**config.mk**
```make
export PLATFORM = sky130hd
export DESIGN_NAME = hazard_ctrl
export DESIGN_NICKNAME = d
export VERILOG_FILES = /design/src/rtl/hazard_ctrl.sv
export SDC_FILE = /design/constraint.sdc
export NUM_CORES = 1
export LEC_CHECK = 0
export BUFFER_PORTS_ARGS = -buffer_cell sky130_fd_sc_hd__buf_2
export CORE_ASPECT_RATIO = 0.9
export CORE_UTILIZATION = 42
export CTS_BUF_LIST = sky130_fd_sc_hd__clkbuf_8
export DETAILED_ROUTE_END_ITERATION = 10
export GPL_TIMING_DRIVEN = 0
export MAX_ROUTING_LAYER = met4
export PLACE_DENSITY = 0.73
export SKIP_LAST_GASP = 1
export SLEW_MARGIN = 40
export SYNTH_ARGS = -nofsm -noshare
export SYNTH_HDL_FRONTEND = slang
export SYNTH_SLANG_ARGS = --single-unit
```
**constraint.sdc**
```tcl
create_clock -name clk -period 2.5 [get_ports clk]
set_clock_uncertainty 0.15 [all_clocks]
set_input_delay 0.125 -clock clk [delete_from_list [all_inputs] [get_ports clk]]
set_output_delay 0.125 -clock clk [all_outputs]
set_load 0.02 [all_outputs]
```
**src/rtl/hazard_ctrl.sv**
```systemverilog
// Pipeline hazard and stall controller for the 5-stage datapath.
// Generates the control-bubble select (op), PC / IF-ID enables, IF-ID flush,
// a global hold for multi-cycle data-memory accesses, and a saturating
// count of cycles lost to stalls, flushes and holds.
module hazard_ctrl #(
    parameter int MEM_LAT     = 1,   // data-memory latency, 1..15 (1 = no wait)
    parameter int FLUSH_SLOTS = 1,   // wrong-path slots squashed per taken branch, 1..7
    parameter int CNT_W       = 16   // stall counter width
) (
    input  logic             clk,
    input  logic             rst_n,
    input  logic [4:0]       id_rs,
    input  logic [4:0]       id_rt,
    input  logic             id_uses_rt,
    input  logic             ex_mem_read,
    input  logic [4:0]       ex_rt,
    input  logic             mem_access,
    input  logic             branch_taken,
    output logic             op,
    output logic             pc_write,
    output logic             ifid_write,
    output logic             ifid_flush,
    output logic             pipe_hold,
    output logic [CNT_W-1:0] stall_cnt
);

    localparam logic [0:0] RUN   = 1'b0;
    localparam logic [0:0] FLUSH = 1'b1;

    // Reload values: the trigger cycle itself is already the first held /
    // flushed cycle, hence the "-2".
    localparam logic [3:0] MEM_LOAD = 4'((MEM_LAT >= 2) ? MEM_LAT - 2 : 0);
    localparam logic [2:0] FL_LOAD  = 3'((FLUSH_SLOTS >= 2) ? FLUSH_SLOTS - 2 : 0);
    localparam logic       WAIT_EN  = (MEM_LAT > 1);
    localparam logic       FL_EN    = (FLUSH_SLOTS > 1);

    logic [0:0] state, stateNxt;
    logic [2:0] flCnt, flCntNxt;
    logic [3:0] memCnt;
    logic       waited;
    logic       loadUse, memTrig, hold, stallEv;

    assign loadUse = ex_mem_read && (ex_rt != 5'd0) &&
                     ((ex_rt == id_rs) || (id_uses_rt && (ex_rt == id_rt)));

    // A new wait starts only on an idle counter and not on the release cycle
    // of the previous access (the same access is still presented then).
    assign memTrig = WAIT_EN && (memCnt == 4'd0) && mem_access && !waited;
    assign hold    = (memCnt != 4'd0) || memTrig;

    // Output decode and next-state: hold > flush > load-use.
    always_comb begin
        op         = 1'b1;
        pc_write   = 1'b1;
        ifid_write = 1'b1;
        ifid_flush = 1'b0;
        pipe_hold  = 1'b0;
        stateNxt   = state;
        flCntNxt   = flCnt;
        if (!rst_n) begin
            // reset values held on the outputs while reset is asserted
        end else if (hold) begin
            pipe_hold  = 1'b1;
            pc_write   = 1'b0;
            ifid_write = 1'b0;
        end else if (state == FLUSH) begin
            ifid_flush = 1'b1;
            op         = 1'b0;
            if (flCnt == 3'd0) stateNxt = RUN;
            else               flCntNxt = flCnt - 3'd1;
        end else if (branch_taken) begin
            ifid_flush = 1'b1;
            op         = 1'b0;
            if (FL_EN) begin
                stateNxt = FLUSH;
                flCntNxt = FL_LOAD;
            end
        end else if (loadUse) begin
            op         = 1'b0;
            pc_write   = 1'b0;
            ifid_write = 1'b0;
        end
    end

    assign stallEv = pipe_hold || !op || ifid_flush;

    // Main FSM and flush-slot counter.
    always_ff @(posedge clk or negedge rst_n) begin
        if (!rst_n) begin
            state <= RUN;
            flCnt <= 3'd0;
        end else begin
            state <= stateNxt;
            flCnt <= flCntNxt;
        end
    end

    // Memory-wait counter; waited marks the release cycle of an access.
    always_ff @(posedge clk or negedge rst_n) begin
        if (!rst_n) begin
            memCnt <= 4'd0;
            waited <= 1'b0;
        end else if (hold) begin
            memCnt <= memTrig ? MEM_LOAD : memCnt - 4'd1;
            waited <= memTrig ? (MEM_LOAD == 4'd0) : (memCnt == 4'd1);
        end else begin
            memCnt <= 4'd0;
            waited <= 1'b0;
        end
    end

    // Saturating count of lost cycles.
    always_ff @(posedge clk or negedge rst_n) begin
        if (!rst_n)
            stall_cnt <= '0;
        else if (stallEv && (stall_cnt != {CNT_W{1'b1}}))
            stall_cnt <= stall_cnt + 1'b1;
    end

endmodule

```
==> impl_metrics.csv, run 1 <==
group,metric,value,unit
finish,final_nets,203,
cts,cts_made_buffers,3,
power_and_ir_drop,p_leak,0.788,nW
timing,worst_slew_pin_slew,0.606,ns
global_route,grtUsageTotal,19.0,%
routing,drc,0,
routing,vias_per_cell,5.09,
synthesis,syn-cell-area,1340,um2
setup_path,crit_type,"in -> out",
die,start_util,43.9,%
routing,vias,1114,
routing,drtIter0Drc,61,
cts,clock_latency,0.27,ns
status,status,"finished clean",
finish,final_common_cell,"buf_2",
global_route,grt_pass1_vias,1119,
finish,mostFrequentLayoutCells,"41 x buf_2, 24 x dfrtp_1, 17 x xnor2_1",
global_route,grt_start_max_net_pins,30,
die,die_x,61.5,um
cts,postCtsSetupBuffers,0,
finish,post-route-util,53.9,%
cts,htree_levels,1,
setup_path,worstPathArrival,1.95,ns
routing,dr.pass1.iters,4,
synthesis,yosysWarnings,0,
cts,cts_buffer_depth,2,
finish,fill_cells,305,
global_route,grt_pass1_wl,4820,um
hold_path,worstHoldPathType,"in -> async",
routing,wire_per_inst,12.7,um
global_route,overflow,0,
cts,hold_buffers,1,
global_route,antenna_found_initial,0,
timing,setup_ws,0.273,ns
power_and_ir_drop,peakVddDrop,385,uV
timing,fin_crit_sh,89.1,%
power_and_ir_drop,p_seq_share,50.6,%
setup_path,cp.required,2.23,ns
setup_path,start_kind,"input pin",
timing,slew_headroom,59.6,%
finish,multi_input_area,689,um2
timing,slew_violations,0,
routing,final_antenna_net_count,0,
timing,hold_viol,0,
die,die_h,55.5,um
synthesis,ys_seq_elements,24,
power_and_ir_drop,internal-power,0.651,mW
timing,finalSetupTns,0,ns
routing,totalWireLength,2770,um
timing,max_freq,0.449,GHz
power_and_ir_drop,p_clk_share,23.0,%
synthesis,syn_area_per_cell,10.0,um2
power_and_ir_drop,p_per_area,604,nW/um2
die,core_area,3040,um2
die,rows,19,
place,post_dp_cell_area,1590,um2
place,dp_hpwl,2180,um
setup_path,end_kind,"primary output",
cts,cts_root_buffer,"clkbuf_8",
flow_run,drv_cap,0,
synthesis,syn_nets,157,
finish,fin_area,1640,um2
timing,finalWorstPathRequiredPeriod,2.23,ns
die,dieArea,3410,um2
place,io_buffers,40,
place,place_worst_setup_slack,0.385,ns
timing,rsz0062_at_grt,"false",
finish,diodes,0,
timing,setup_viol,0,
finish,drive_above_1_share,29.4,%
cts,cts_tree,"done",
setup_path,cp_max_fo,29,
cts,cts.sink_count,24,
finish,area.sequential,601,um2
place,place_congestion,0.746,
power_and_ir_drop,power,0.991,mW
synthesis,syn_inst,133,
synthesis,seq_area_frac_synth,44.9,%
finish,syn2layout_area_growth,22.8,%
cts,path_clk_slew,0.08,ns
power_and_ir_drop,p_switching,0.340,mW
power_and_ir_drop,switching_share,34.3,%
die,ios,42,
power_and_ir_drop,power_frac_comb,26.5,%
synthesis,ys_types,34,
cts,cts_resized,0,
-- registers in the layout, indices dropped and copies added (netlist names) --
register	flops
stall_cnt	16
state	1
flCnt	3
memCnt	4
-- cells in the mapped netlist, drive strengths merged --
library cell  number  area share [%]
nor4b              1            0.66
clkbuf             1            0.28
o21ai              5             2.2
xor2               9             5.9
nand3             12             4.5
dfrtp             24              45
o211ai             1            0.56
nor3               4             1.5
nor2b              1            0.47
o311ai             1            0.66
a32oi              1            0.66
or4                1            0.56
xnor2             17              11
nand2             11             3.3
o221ai             1             1.1
nor4               3             3.0
nand4              4             1.9
inv                5             1.4
or3                1            0.47
and3               8             3.7
ha                 3             2.8
a31oi              2            0.94
nor2              10             2.8
mux2               2             1.7
and2               1            0.47
o31a               1            0.66
buf                3             1.8
-- path summary, 6_finish.rpt --
check,from,endpoint,slack [ns],depth (start not counted)
min in group clk,branch_taken,stall_cnt[14]$_DFFE_PN0P_,0.24,5
max in group asynchronous,rst_n,stall_cnt[1]$_DFFE_PN0P_,1.56,2
max,rst_n,pc_write,0.27,7
max reg2reg,stall_cnt[0]$_DFFE_PN0P_,stall_cnt[7]$_DFFE_PN0P_,0.36,8
min reg2reg,flCnt[0]$_DFFE_PN0P_,flCnt[0]$_DFFE_PN0P_,0.34,1
min,rst_n,stall_cnt[11]$_DFFE_PN0P_,0.24,2
-- per-layer routing --
metal  routed length (um)  track usage (%)  vias to the layer above
met3                  113             4.22                        5
li1                     -                -                      552
met2                 1420             32.5                       23
met5                    0                -                        -
met1                 1210             23.0                      534
met4                   33             2.86                        0
-- power by group through the flow --
stage	Sequential [mW]	Combinational [mW]	Clock, mW
global placement	0.505	0.260	0
global route	0.516	0.293	0.252
detailed placement	0.510	0.264	0
CTS	0.502	0.265	0.232
finish	0.501	0.262	0.227
floorplan	0.555	0.110	0
-- critical path, cell delays in order --
cell and delay (ns):
dlygate4sd3_1 0.51, buf_2 0.50, inv_1 0.21, nor2_1 0.20, a31oi_1 0.08, buf_4 0.18, buf_2 0.15
-- layout make-up --
class / instances / share of cell area (%)
plain buffers: 4 / 1.68
clock buffers: 3 / 2.52
inverters: 5 / 1.14
multi-input cells: 100 / 42.0
flip-flops and latches: 24 / 36.6
well taps: 42 / 3.20
repair buffers: 41 / 12.8
-- cell families (layout without fill, tap and decap cells) --
kind of cell	after synthesis	count (layout)	share of synthesized area, %
buf+inv	9	53	3.46
compound gates	12	12	6.74
fa+ha+maj	3	3	2.81
xor+xnor	26	26	17.0
simple gates	57	57	23.3
flops	24	24	44.9
mux	2	2	1.69
-- metrics by stage --
step	instances	hold WS, ns
2_1_floorplan	133	-0.321
3_5_place_dp	215	0.0190
6_report	219	0.238
3_3_place_gp	215	0.00198
5_1_grt	219	0.285
4_1_cts	219	0.237
Power figures use the tool's default switching activity.
==> run 2, diff against run 1 <==
--- a/config.mk
+++ b/config.mk
@@ -7,12 +7,12 @@
 export LEC_CHECK = 0
 export BUFFER_PORTS_ARGS = -buffer_cell sky130_fd_sc_hd__buf_2
 export CORE_ASPECT_RATIO = 0.9
-export CORE_UTILIZATION = 42
+export CORE_UTILIZATION = 30
 export CTS_BUF_LIST = sky130_fd_sc_hd__clkbuf_8
 export DETAILED_ROUTE_END_ITERATION = 10
 export GPL_TIMING_DRIVEN = 0
 export MAX_ROUTING_LAYER = met4
-export PLACE_DENSITY = 0.73
+export PLACE_DENSITY = 0.57
 export SKIP_LAST_GASP = 1
 export SLEW_MARGIN = 40
 export SYNTH_ARGS = -nofsm -noshare
==> run 2 against run 1 <==
  * Clock-buffer cell count increased by 1
  * Combinational power about the same
  * Non-clock buffer count unchanged
  * Sequential cell count unchanged
  * Critical path type is now in -> reg
  * Die area increased by 39%
  * Largest cell class unchanged
  * Via count decreased by 1.7%
  * Cell count increased by 8.7%
  * Largest power group unchanged
  * Critical endpoint is now stall_cnt[2]$_DFFE_PN0P_
==> impl_metrics.csv, run 2 (synthesized netlist as in run 1, its figures left out) <==
group,metric,value,unit
finish,diodes,0,
place,place_inst,233,
routing,drtIter0Drc,16,
finish,final_nets,203,
timing,finalSetupTns,0,ns
finish,largest_reg_flops,16,
cts,cts_buffer_depth,2,
cts,cts_root_buffer,"clkbuf_8",
setup_path,crit_path_cell_trace,"dlygate4sd3_1, buf_2, inv_1, nor2_1, buf_2, nand3_1, xnor2_1",
setup_path,cp.required,2.50,ns
place,io_buffers,40,
timing,slew_headroom,59.1,%
die,die_x,72.4,um
timing,rsz0062_at_grt,"false",
cts,clock_latency,0.26,ns
timing,finalWorstPathRequiredPeriod,2.27,ns
timing,setup_viol,0,
die,rows,22,
finish,mostFrequentLayoutCells,"41 x buf_2, 24 x dfrtp_1, 17 x xnor2_1",
finish,largest_registers,"stall_cnt (16), memCnt (4), flCnt (3)",
cts,cts_tree,"done",
power_and_ir_drop,p_per_area,612,nW/um2
finish,fin_area,1680,um2
hold_path,worstHoldPathType,"in -> reg",
routing,drc,0,
routing,wire_per_inst,11.6,um
timing,max_freq,0.440,GHz
die,core_area,4180,um2
cts,cts.sink_count,24,
timing,hold_viol,0,
setup_path,critical_path.most_common_cell,"buf_2",
power_and_ir_drop,p_leak,0.795,nW
die,die_h,65.3,um
global_route,grt_pass1_wl,4730,um
place,dp_hpwl,2110,um
setup_path,cp_max_fo,29,
power_and_ir_drop,peakVddDrop,187,uV
global_route,overflow,0,
cts,path_clk_slew,0.08,ns
cts,cts_made_buffers,3,
place,place_congestion,0.791,
cts,postCtsSetupBuffers,0,
setup_path,crit_buf_inv,4,
global_route,grt_start_max_net_pins,30,
global_route,grtUsageTotal,13.0,%
die,start_util,31.9,%
die,ios,42,
timing,fin_crit_sh,90.9,%
routing,dr.pass1.iters,4,
finish,final_common_cell,"buf_2",
finish,stdcell_count,238,
routing,final_antenna_net_count,0,
global_route,antenna_found_initial,0,
setup_path,crit_type,"in -> reg",
die,dieArea,4730,um2
cts,htree_levels,1,
finish,fill_cells,431,
timing,worst_slew_pin_slew,0.613,ns
place,post_dp_cell_area,1610,um2
finish,regMostFlops,"stall_cnt",
status,status,"finished clean",
setup_path,end_kind,"flip-flop",
finish,drive_above_1_share,29.8,%
setup_path,cpPeakStageDelay,0.52,ns
flow_run,drv_cap,0,
routing,totalWireLength,2760,um
finish,syn2layout_area_growth,25.5,%
setup_path,worstPathArrival,2.27,ns
routing,vias,1095,
power_and_ir_drop,power,1.03,mW
timing,slew_violations,0,
setup_path,cp_top_family,"buffers and inverters",
routing,vias_per_cell,4.60,
global_route,grt_pass1_vias,1037,
setup_path,start_kind,"input pin",
setup_path,crit_slowest_cell,"dlygate4sd3_1",
[run 2: area by class of cell]
| cell class | instances | area, um2 | share of cell area [%] |
|---|---|---|---|
| clock buffer | 4 | 55.1 | 3.28 |
| tap | 60 | 75.1 | 4.48 |
| timing repair buffer | 41 | 210 | 12.5 |
| inverter | 5 | 18.8 | 1.12 |
| buffer | 4 | 27.5 | 1.64 |
| multi-input combinational | 100 | 689 | 41.1 |
| sequential | 24 | 601 | 35.8 |
[run 2: final timing paths]
path	end	slack (ns)	cells past startpoint	startpoint
max	stall_cnt[2]$_DFFE_PN0P_	0.23	7	rst_n
min	stall_cnt[12]$_DFFE_PN0P_	0.21	5	branch_taken
max reg2reg	stall_cnt[2]$_DFFE_PN0P_	0.34	8	stall_cnt[0]$_DFFE_PN0P_
min reg2reg	flCnt[0]$_DFFE_PN0P_	0.33	1	flCnt[0]$_DFFE_PN0P_
max in group asynchronous	state$_DFFE_PN0P_	1.54	2	rst_n
min in group asynchronous	stall_cnt[9]$_DFFE_PN0P_	0.26	2	rst_n
[run 2: worst reg2reg max path: cells and delay by family (launching register included)]
kind,cells,cell delay [ns]
xor gates and xnor gates,1,0.15
DFF,1,0.44
buffers and inverters,1,0.29
and+or+nand+nor,5,0.79
adders and majority gates,1,0.23
[run 2: stage by stage]
stage | utilization, % | setup slack, ns | hold WS, ns
final | 40.1 | 0.227 | 0.210
after global routing | 40.1 | 0.000354 | 0.255
after CTS | 40.1 | 0.191 | 0.206
after detailed placement | 38.5 | 0.334 | 0.0221
after global placement | 38.5 | 0.359 | 0.0230
after floorplan | - | 0.483 | -0.321
[run 2: timing repair]
item,CTS,global route
hold buffers,1,0
resized for setup,0,0
endpoints found under the hold margin,24,0
[run 2: routing by layer]
metal	global-route usage, %	up-vias	routed length [um]
li1	-	558	-
met1	16.9	511	1360
met2	20.8	24	1270
met3	3.53	2	118
met4	2.21	0	12
met5	-	-	0
[run 2: power breakdown]
part / leakage [nW] / internal, mW / total (mW) / switching, mW
Sequential: 0.326 / 0.435 / 0.502 / 0.0674
Clock: 0.0288 / 0.140 / 0.260 / 0.119
Combinational: 0.441 / 0.108 / 0.264 / 0.156
Total: 0.795 / 0.684 / 1.03 / 0.342
==> run 3, diff against run 2 <==
--- a/config.mk
+++ b/config.mk
@@ -12,7 +12,8 @@
 export DETAILED_ROUTE_END_ITERATION = 10
 export GPL_TIMING_DRIVEN = 0
 export MAX_ROUTING_LAYER = met4
-export PLACE_DENSITY = 0.57
+export PLACE_DENSITY = 0.48
+export REMOVE_ABC_BUFFERS = 1
 export SKIP_LAST_GASP = 1
 export SLEW_MARGIN = 40
 export SYNTH_ARGS = -nofsm -noshare
==> run 3 against run 2 <==
  * Register-to-register slack worse by 0.10 ns
  * Clock-buffer cell count decreased by 1
  * Cell count is 1.7% lower
  * Worst setup slack improved by 0.013 ns
  * Routed wire length down 1.0%
  * Worst hold slack got worse by 0.029 ns
  * Total power grew 8.1%
  * Non-clock buffer count decreased by 4
  * Critical endpoint is now stall_cnt[1]$_DFFE_PN0P_
  * Largest power group unchanged
==> impl_metrics.csv, run 3 (synthesized netlist as in run 1, its figures left out) <==
group,metric,value,unit
status,status,"finished clean",
timing,hold_viol,0,
global_route,grt_start_max_net_pins,30,
timing,rsz0062_at_grt,"false",
setup_path,cp_max_fo,13,
global_route,grt_util_met2,23.5,%
finish,syn2layout_area_growth,25.0,%
setup_path,cpPeakStageDelay,0.45,ns
hold_path,worstHoldPathType,"in -> async",
finish,fill_cells,446,
die,start_util,31.9,%
finish,regMostFlops,"stall_cnt",
cts,cts.sink_count,24,
power_and_ir_drop,peakVddDrop,380,uV
timing,fin_crit_sh,90.4,%
power_and_ir_drop,p_leak,0.788,nW
cts,path_clk_slew,0.09,ns
finish,mostFrequentLayoutCells,"39 x buf_2, 24 x dfrtp_1, 17 x xnor2_1",
place,place_congestion,0.770,
routing,drtIter0Drc,37,
timing,slew_violations,0,
finish,drive_above_1_share,29.3,%
finish,largest_registers,"stall_cnt (16), memCnt (4), flCnt (3)",
setup_path,crit_slowest_cell,"dfrtp_1",
cts,htree_levels,1,
timing,setup_viol,0,
timing,slew_headroom,57.2,%
die,die_x,72.4,um
timing,worst_slew_pin_slew,0.641,ns
die,die_h,65.3,um
global_route,grt_pass1_wl,4750,um
setup_path,crit_type,"reg -> reg",
routing,totalWireLength,2730,um
setup_path,worstPathArrival,2.26,ns
global_route,grt_util_met3,3.68,%
global_route,top_usage_layer,"met2",
cts,cts_buffer_depth,2,
global_route,grtUsageMet1,15.3,%
routing,wire_per_inst,11.7,um
place,dp_hpwl,2100,um
finish,final_nets,199,
setup_path,start_kind,"flip-flop",
finish,largest_reg_flops,16,
place,place_inst,229,
cts,cts_made_buffers,3,
routing,vias,1094,
cts,clock_latency,0.27,ns
place,io_buffers,40,
setup_path,cp.required,2.50,ns
die,ios,42,
cts,cts_tree,"done",
timing,max_freq,0.443,GHz
finish,diodes,0,
power_and_ir_drop,power,1.11,mW
flow_run,drv_cap,0,
setup_path,crit_path_cell_trace,"ha_1, and3_1, nand2_1, nor3_1, nor2_2, nand2_2, mux2_1",
routing,drc,0,
setup_path,end_kind,"flip-flop",
cts,cts_root_buffer,"clkbuf_8",
routing,vias_per_cell,4.68,
global_route,antenna_found_initial,0,
timing,finalSetupTns,0,ns
finish,final_common_cell,"buf_2",
power_and_ir_drop,p_per_area,664,nW/um2
global_route,grt_pass1_vias,1081,
timing,finalWorstPathRequiredPeriod,2.26,ns
routing,dr.pass1.iters,4,
die,core_area,4180,um2
die,dieArea,4730,um2
global_route,grtUsageTotal,13.2,%
finish,stdcell_count,234,
die,rows,22,
routing,final_antenna_net_count,0,
global_route,overflow,0,
[run 3: cell count changes in the layout (fill, tap and decap cells not counted), sizes merged]
cell | before | now
bufinv | 0 | 1
clkbuf | 5 | 4
buf | 43 | 39
[run 3: worst max-delay path, delay by kind of cell (launching register included)]
family	cells	cell delay, ns
and+or+nand+nor	5	0.97
muxes	1	0.33
adders and majority gates	1	0.23
DFF	1	0.45
[run 3: metal layers]
layer  share of wire (%)  wire length, um
met5                   0                0
met4                0.29                8
met3                 3.0               81
met2                  51             1400
met1                  46             1250
[run 3: per-stage QoR]
stage | area (um2) | util [%] | hold WS [ns] | worst slack, ns
6_report | 1670 | 39.9 | 0.181 | 0.240
4_1_cts | 1670 | 39.9 | 0.217 | 0.0214
3_3_place_gp | 1580 | 37.9 | 0.0159 | 0.0448
2_1_floorplan | 1310 | - | -0.321 | 0.258
5_1_grt | 1670 | 39.9 | 0.208 | 0.0472
3_5_place_dp | 1580 | 37.9 | 0.0300 | 0.0268
[run 3: area by class of cell]
cell class | count | area (um2) | area share, %
clock inverter | 1 | 30.0 | 1.80
tap | 60 | 75.1 | 4.49
clock buffer | 3 | 41.3 | 2.47
timing repair buffer | 41 | 213 | 12.7
inverter | 5 | 18.8 | 1.12
sequential | 24 | 601 | 36.0
multi-input combinational | 100 | 692 | 41.4
[run 3: power breakdown]
part,switching (mW),total (mW),leakage [nW],internal [mW]
Combinational,0.158,0.264,0.427,0.107
Clock,0.127,0.341,0.0357,0.214
Sequential,0.0692,0.504,0.326,0.435
Total,0.354,1.11,0.788,0.755
[run 3: path summary, 6_finish.rpt]
| kind | from | to | slack (ns) | cells after the start |
|---|---|---|---|---|
| setup reg to reg | stall_cnt[0]$_DFFE_PN0P_ | stall_cnt[1]$_DFFE_PN0P_ | 0.24 | 7 |
| hold / removal | rst_n | stall_cnt[13]$_DFFE_PN0P_ | 0.18 | 2 |
| min in group clk | branch_taken | stall_cnt[12]$_DFFE_PN0P_ | 0.22 | 5 |
| hold reg to reg | flCnt[0]$_DFFE_PN0P_ | flCnt[0]$_DFFE_PN0P_ | 0.34 | 1 |
| max in group asynchronous | rst_n | memCnt[3]$_DFF_PN0_ | 1.74 | 2 |
| setup / recovery | stall_cnt[0]$_DFFE_PN0P_ | stall_cnt[1]$_DFFE_PN0P_ | 0.24 | 7 |
[run 3: what timing repair did]
item	in CTS	in global routing
endpoints found under the setup margin	1	14
endpoints found under the hold margin	24	0
cloned	0	0
resized for setup	1	1
hold buffers	1	0
setup buffers	0	0
